==> src/rtl/load_store_unit_pkg.sv <==
// Shared operation/exception codes and small decode helpers for the MEM-stage load/store unit.
// The EX and WB stages import the same package.
package load_store_unit_pkg;

    localparam int MEM_OP_W = 4;
    localparam int EXC_W    = 3;

    localparam logic [MEM_OP_W-1:0] MEM_OP_NONE = 4'd0;
    localparam logic [MEM_OP_W-1:0] MEM_OP_LB   = 4'd1;
    localparam logic [MEM_OP_W-1:0] MEM_OP_LBU  = 4'd2;
    localparam logic [MEM_OP_W-1:0] MEM_OP_LH   = 4'd3;
    localparam logic [MEM_OP_W-1:0] MEM_OP_LHU  = 4'd4;
    localparam logic [MEM_OP_W-1:0] MEM_OP_LW   = 4'd5;
    localparam logic [MEM_OP_W-1:0] MEM_OP_SB   = 4'd6;
    localparam logic [MEM_OP_W-1:0] MEM_OP_SH   = 4'd7;
    localparam logic [MEM_OP_W-1:0] MEM_OP_SW   = 4'd8;

    localparam logic [EXC_W-1:0] EXC_NONE = 3'd0;
    localparam logic [EXC_W-1:0] EXC_OV   = 3'd1;
    localparam logic [EXC_W-1:0] EXC_ADEL = 3'd2;
    localparam logic [EXC_W-1:0] EXC_ADES = 3'd3;
    localparam logic [EXC_W-1:0] EXC_BUS  = 3'd4;

    typedef enum logic {
        ST_IDLE   = 1'b0,
        ST_ACCESS = 1'b1
    } lsu_state_e;

    // Codes 9..15 are not memory operations and pass through like NONE.
    function automatic logic is_mem_op(input logic [MEM_OP_W-1:0] op);
        return (op >= MEM_OP_LB) && (op <= MEM_OP_SW);
    endfunction

    function automatic logic is_store_op(input logic [MEM_OP_W-1:0] op);
        return (op == MEM_OP_SB) || (op == MEM_OP_SH) || (op == MEM_OP_SW);
    endfunction

endpackage

==> src/rtl/load_store_unit_mem_align.sv <==
// Combinational lane logic: misalignment check, byte enables, store-data replication,
// and extraction plus sign/zero extension of the addressed lane of a read word.
module load_store_unit_mem_align
    import load_store_unit_pkg::*;
(
    input  logic [MEM_OP_W-1:0] op,
    input  logic [1:0]          addr_lo,
    input  logic [31:0]         store_data,
    input  logic [MEM_OP_W-1:0] ld_op,
    input  logic [1:0]          ld_addr_lo,
    input  logic [31:0]         rdata,
    output logic                misalign,
    output logic [3:0]          sel,
    output logic [31:0]         wdata,
    output logic [31:0]         load_data
);

    logic [7:0]  ld_byte;
    logic [15:0] ld_half;

    // Loads drive the same byte enables as stores of the same size.
    always_comb begin
        misalign = 1'b0;
        sel      = 4'b1111;
        wdata    = store_data;
        case (op)
            MEM_OP_LB, MEM_OP_LBU, MEM_OP_SB: begin
                sel   = 4'b0001 << addr_lo;
                wdata = {4{store_data[7:0]}};
            end
            MEM_OP_LH, MEM_OP_LHU, MEM_OP_SH: begin
                misalign = addr_lo[0];
                sel      = addr_lo[1] ? 4'b1100 : 4'b0011;
                wdata    = {2{store_data[15:0]}};
            end
            MEM_OP_LW, MEM_OP_SW: begin
                misalign = |addr_lo;
            end
            default: ;
        endcase
    end

    always_comb begin
        ld_byte   = rdata[{ld_addr_lo, 3'b000} +: 8];
        ld_half   = ld_addr_lo[1] ? rdata[31:16] : rdata[15:0];
        load_data = rdata;
        case (ld_op)
            MEM_OP_LB:  load_data = {{24{ld_byte[7]}}, ld_byte};
            MEM_OP_LBU: load_data = {24'd0, ld_byte};
            MEM_OP_LH:  load_data = {{16{ld_half[15]}}, ld_half};
            MEM_OP_LHU: load_data = {16'd0, ld_half};
            default:    load_data = rdata;
        endcase
    end

endmodule

==> src/rtl/load_store_unit.sv <==
// MEM-stage load/store unit: one data-RAM transaction per load/store, upstream stall while
// the access is in flight, bus-error timeout, and a registered write-back record.
module load_store_unit
    import load_store_unit_pkg::*;
#(
    parameter int unsigned TIMEOUT_CYCLES = 255
) (
    input  logic                clk,
    input  logic                rst,
    input  logic                ex_valid,
    input  logic [MEM_OP_W-1:0] ex_mem_op,
    input  logic [31:0]         ex_result,
    input  logic                ex_overflow,
    input  logic [31:0]         ex_store_data,
    input  logic [4:0]          ex_dest,
    input  logic                ex_wb_en,
    input  logic                flush,
    output logic                ram_req,
    output logic                ram_we,
    output logic [3:0]          ram_sel,
    output logic [31:0]         ram_addr,
    output logic [31:0]         ram_wdata,
    input  logic                ram_ack,
    input  logic [31:0]         ram_rdata,
    output logic                stall_req,
    output logic                wb_valid,
    output logic                wb_we,
    output logic [4:0]          wb_dest,
    output logic [31:0]         wb_data,
    output logic [EXC_W-1:0]    exc_code,
    output logic [31:0]         exc_badvaddr,
    output lsu_state_e          dbg_state
);

    localparam int CNT_W = (TIMEOUT_CYCLES > 2) ? $clog2(TIMEOUT_CYCLES) : 1;

    lsu_state_e          state, state_next;
    logic [CNT_W-1:0]    tmo_cnt;
    logic [MEM_OP_W-1:0] op_q;
    logic [31:0]         addr_q;
    logic [4:0]          dest_q;
    logic                flushed_q;

    logic        misalign;
    logic [3:0]  sel;
    logic [31:0] wdata;
    logic [31:0] load_data;

    logic accept;
    logic start_access;
    logic timeout;
    logic access_done;
    logic access_tmo;
    logic drop_wb;

    load_store_unit_mem_align u_align (
        .op         (ex_mem_op),
        .addr_lo    (ex_result[1:0]),
        .store_data (ex_store_data),
        .ld_op      (op_q),
        .ld_addr_lo (addr_q[1:0]),
        .rdata      (ram_rdata),
        .misalign   (misalign),
        .sel        (sel),
        .wdata      (wdata),
        .load_data  (load_data)
    );

    assign accept       = (state == ST_IDLE) && ex_valid && !flush;
    assign start_access = accept && !ex_overflow && !misalign && is_mem_op(ex_mem_op);
    assign timeout      = (tmo_cnt == CNT_W'(TIMEOUT_CYCLES - 1));
    assign drop_wb      = flushed_q || flush;
    assign stall_req    = (state == ST_ACCESS);
    assign dbg_state    = state;

    always_ff @(posedge clk) begin
        if (rst) state <= ST_IDLE;
        else     state <= state_next;
    end

    // RAM handshake: ram_req rises with stable addr/sel/we/wdata and stays high until the
    // cycle ram_ack is sampled; an ack in the timeout cycle completes the access normally.
    always_comb begin
        state_next  = state;
        access_done = 1'b0;
        access_tmo  = 1'b0;
        case (state)
            ST_IDLE: begin
                if (start_access) state_next = ST_ACCESS;
            end
            ST_ACCESS: begin
                if (ram_ack) begin
                    state_next  = ST_IDLE;
                    access_done = 1'b1;
                end else if (timeout) begin
                    state_next = ST_IDLE;
                    access_tmo = 1'b1;
                end
            end
            default: state_next = ST_IDLE;
        endcase
    end

    always_ff @(posedge clk) begin
        if (rst) begin
            tmo_cnt      <= '0;
            op_q         <= MEM_OP_NONE;
            addr_q       <= '0;
            dest_q       <= '0;
            flushed_q    <= 1'b0;
            ram_req      <= 1'b0;
            ram_we       <= 1'b0;
            ram_sel      <= '0;
            ram_addr     <= '0;
            ram_wdata    <= '0;
            wb_valid     <= 1'b0;
            wb_we        <= 1'b0;
            wb_dest      <= '0;
            wb_data      <= '0;
            exc_code     <= EXC_NONE;
            exc_badvaddr <= '0;
        end else begin
            wb_valid <= 1'b0;
            wb_we    <= 1'b0;

            if (accept) begin
                wb_dest      <= ex_dest;
                wb_data      <= '0;
                exc_badvaddr <= '0;
                if (ex_overflow) begin
                    wb_valid <= 1'b1;
                    exc_code <= EXC_OV;
                end else if (misalign) begin
                    wb_valid     <= 1'b1;
                    exc_code     <= is_store_op(ex_mem_op) ? EXC_ADES : EXC_ADEL;
                    exc_badvaddr <= ex_result;
                end else if (!is_mem_op(ex_mem_op)) begin
                    wb_valid <= 1'b1;
                    wb_we    <= ex_wb_en;
                    wb_data  <= ex_result;
                    exc_code <= EXC_NONE;
                end else begin
                    op_q      <= ex_mem_op;
                    addr_q    <= ex_result;
                    dest_q    <= ex_dest;
                    flushed_q <= 1'b0;
                    tmo_cnt   <= '0;
                    ram_req   <= 1'b1;
                    ram_we    <= is_store_op(ex_mem_op);
                    ram_sel   <= sel;
                    ram_addr  <= {ex_result[31:2], 2'b00};
                    ram_wdata <= wdata;
                end
            end

            if (state == ST_ACCESS) begin
                if (flush) flushed_q <= 1'b1;
                if (access_done || access_tmo) begin
                    ram_req  <= 1'b0;
                    ram_we   <= 1'b0;
                    wb_valid <= !drop_wb;
                    wb_dest  <= dest_q;
                    if (access_done) begin
                        wb_we        <= !is_store_op(op_q) && !drop_wb;
                        wb_data      <= is_store_op(op_q) ? 32'd0 : load_data;
                        exc_code     <= EXC_NONE;
                        exc_badvaddr <= '0;
                    end else begin
                        wb_data      <= '0;
                        exc_code     <= EXC_BUS;
                        exc_badvaddr <= addr_q;
                    end
                end else begin
                    tmo_cnt <= tmo_cnt + 1'b1;
                end
            end
        end
    end

endmodule

==> config.mk <==
export PLATFORM = sky130hd
export DESIGN_NAME = load_store_unit
export DESIGN_NICKNAME = d
export VERILOG_FILES = /design/src/rtl/load_store_unit_pkg.sv /design/src/rtl/load_store_unit_mem_align.sv /design/src/rtl/load_store_unit.sv
export SDC_FILE = /design/constraint.sdc
export NUM_CORES = 1
export LEC_CHECK = 0
export ABC_AREA = 1
export CORE_MARGIN = 2
export CORE_UTILIZATION = 34
export CTS_BUF_LIST = sky130_fd_sc_hd__clkbuf_4
export DETAILED_ROUTE_END_ITERATION = 8
export SYNTH_ARGS = -nofsm -noshare
export SYNTH_HDL_FRONTEND = slang
export SYNTH_SLANG_ARGS = --single-unit
==> constraint.sdc <==
create_clock -name clk -period 2.47 [get_ports clk]
set_input_delay 0.247 -clock clk [delete_from_list [all_inputs] [get_ports clk]]
set_output_delay 0.247 -clock clk [all_outputs]
set_load 0.01 [all_outputs]
==> impl_metrics.tcl <==
set metrics [dict create \
    status "finished clean" \
    drive_above_1_share_pct 6.34 \
    hold_viol_final 0 \
    start_util_pct 34.6 \
    critPathMaxFanout 9 \
    worstSetupPathType "register to register" \
    cts_tree "done" \
    synth.area.top_cells "dfxtp_1 (39%), nand2_1 (21%), o21ai_0 (9.1%)" \
    crit_chain "ha_1 -> nand2_1 -> nor2_1 -> nand3_1 -> nand2_1 -> nand2_1 -> inv_1 -> nand2_1 -> nor2_2 -> nand2_1 -> o21ai_0" \
    post-route-min-period_ns 2.06 \
    worst_pin_slew_ns 0.664 \
    cp.buffers_inverters 1 \
    clk-insertion-delay-late_ns 0.59 \
    maxSlewViolCount 0 \
    holdCritPathClass "input port to register" \
    drtIter0Drc 607 \
    synth_top_cell_by_area "dfxtp_1" \
    reg2reg_depth 11 \
    overflow 0 \
    powerDensity_nw_per_um2 457 \
    wl_per_cell_um 16.2 \
    yosys_most_used_dff "dfxtp_1" \
    slew_headroom_pct 55.7 \
    grt_pass1_vias 8702 \
    routed_wl_um 29900 \
    antenna_left 0 \
    setup_viol 0 \
    synth.most_common_cell "nand2_1" \
    clk_pin_slew_worst_paths_ns 0.16 \
    viasPerCell 4.91 \
    async_flop_share_pct 0 \
    r2r_end "exc_badvaddr[1]" \
    synth-edff-count 0 \
    syn-instance-count 1302 \
    die_y_um 161 \
    ioPinCount 258 \
    cts-root-buf "clkbuf_4" \
    remaining_drc_errors 0 \
    htree_levels 4 \
    core_region_area_sq_um 24300 \
    dieArea_sq_um 26000 \
    critPathCaptureType "register" \
    cts_post_setup_buffers_inserted 0 \
    fin_skew_ns 0.0443 \
    final_nets 1616 \
    die_w_um 161 \
    power_leakage_nw 4.51 \
    critical_path.top_delay_family "simple AND/OR/NAND/NOR gates" \
    antenna_found_initial 2 \
    worst_ep_required_time_ns 2.98 \
    regToRegSetupSlack_ns 0.41 \
    cts_hold_buf 0 \
    worst_setup_path_endpoint "exc_badvaddr[1]" \
    clkSinkCount 163 \
    synth_commonest_cells "nand2_1 (481), dfxtp_1 (163), o21ai_0 (153), nand3_1 (102), inv_1 (74)" \
    row_count 57 \
    drtPass1Iterations 5 \
    via_count 9031 \
    yosysTopAreaCellShare_pct 38.8 \
    worstSetupStartpoint "tmo_cnt[1]" \
    min_period_over_period_pct 83.4 \
    cp_data_arrival_time_ns 2.57 \
    avgSynthCellArea_sq_um 6.46 \
    max_stage_delay_ns 0.42 \
    cts_resized 0 \
    stdcell_area_sq_um 11400 \
    maxCapViolations 0 \
    grt_usage_pct 23.0 \
    fmax_ghz 0.485 \
    place_area_sq_um 11100 \
    ys_seq_area_share_pct 38.8 \
    yosys_warnings 0 \
    area_delta_synth_final_pct 35.6 \
    synth_cell_types 43 \
    grt_max_degree 72 \
    place.gp.congestion 0.899 \
    peakVddDrop_v 0.000262 \
    post-dp-hpwl_um 21600 \
    io_buffers 255 \
    rsz0062_at_grt "no" \
    slowest_stage "dfxtp_1" \
    syn-cell-area_sq_um 8410 \
    timing.rr.start "tmo_cnt[1]" \
    tns_ns 0 \
    ys_ff_latch 163 \
    cts_buffers 17 \
    cp_common_cell "nand2_1" \
    cp_num_cells 11 \
    cp-start-kind "register" \
    cts_buffer_depth 2 \
    grt_pass1_wl_um 47300 \
]
worst min path at each step:
stage	start	end	cells after the start
after floorplan	ex_result[10]	addr_q[10]	2
after global placement	ram_wdata[22]	ram_wdata[22]	2
after detailed placement	ram_sel[0]	ram_sel[0]	2
after CTS	rst	wb_data[4]	4
after global routing	rst	wb_data[4]	4
final	rst	wb_data[4]	4
logic make-up after synthesis:
family / after synthesis / share of synthesized area (%)
flip-flops: 163 / 38.8
other: 1 / 0.0446
buffers and inverters: 192 / 10.7
AND/OR/NAND/NOR: 685 / 33.6
XOR/XNOR: 2 / 0.208
AO/OA/AOI/OAI: 256 / 16.2
adder cells (fa/ha/maj): 2 / 0.298
multiplexers: 1 / 0.119
cell usage in the layout (no fill, tap or decap), drive strengths merged, types with 17 or more instances in the layout:
cell / Yosys / routed
o21ai: 158 / 158
nand3: 104 / 104
inv: 79 / 90
nand2: 484 / 484
buf: 69 / 38
clkdlybuf4s50: 0 / 254
dfxtp: 163 / 163
a21oi: 72 / 72
nor2: 64 / 64
clkbuf: 43 / 17
worst min-delay path: cells and delay by family:
kind	cells	cell delay (ns)
AND/OR/NAND/NOR	2	0.17
buffers and inverters	2	0.22
state kept, by name (all words and copies together) (netlist names), 3 cells and up:
register / cells
tmo_cnt: 8
ram_wdata: 32
wb_dest: 5
addr_q: 32
exc_badvaddr: 32
dest_q: 5
exc_code: 3
op_q: 4
ram_sel: 4
wb_data: 32
through the flow:
| stage | power (mW) | setup WS [ns] | utilization (%) | hold slack [ns] | cells |
|---|---|---|---|---|---|
| final | 5.21 | 0.410 | 46.9 | 0.103 | 1840 |
| after global routing | 5.48 | 0.175 | 46.9 | 0.0878 | 1839 |
| after CTS | 5.26 | 0.416 | 46.9 | 0.0690 | 1839 |
| after detailed placement | 3.69 | 0.201 | 45.8 | 0.456 | 1807 |
| after global placement | 3.69 | 0.226 | 45.8 | 0.451 | 1807 |
| after floorplan | 3.22 | 0.743 | - | 0.386 | 1303 |
power breakdown:
part	switching [mW]	total [mW]	internal, mW
Sequential	0.0375	2.73	2.69
Clock	1.13	1.57	0.443
Combinational	0.502	0.913	0.412
Total	1.67	5.21	3.54
area by class of cell:
type | instances | area (sq um)
Sequential cell | 163 | 3260
Clock inverter | 15 | 134
Clock buffer | 17 | 128
Timing Repair Buffer | 292 | 2910
Inverter | 80 | 300
Fill cell | 2509 | 12900
Multi-Input combinational cell | 948 | 4260
Antenna cell | 1 | 2.50
Tap cell | 324 | 405
layer usage:
layer,GRT usage (%),part of all wire (%),wire (um)
met4,5.68,1.6,488
met3,6.52,8.3,2480
met5,0,0,0
met1,29.3,44,13100
met2,38.4,46,13900
No activity file was read; power rests on OpenSTA's default activity.
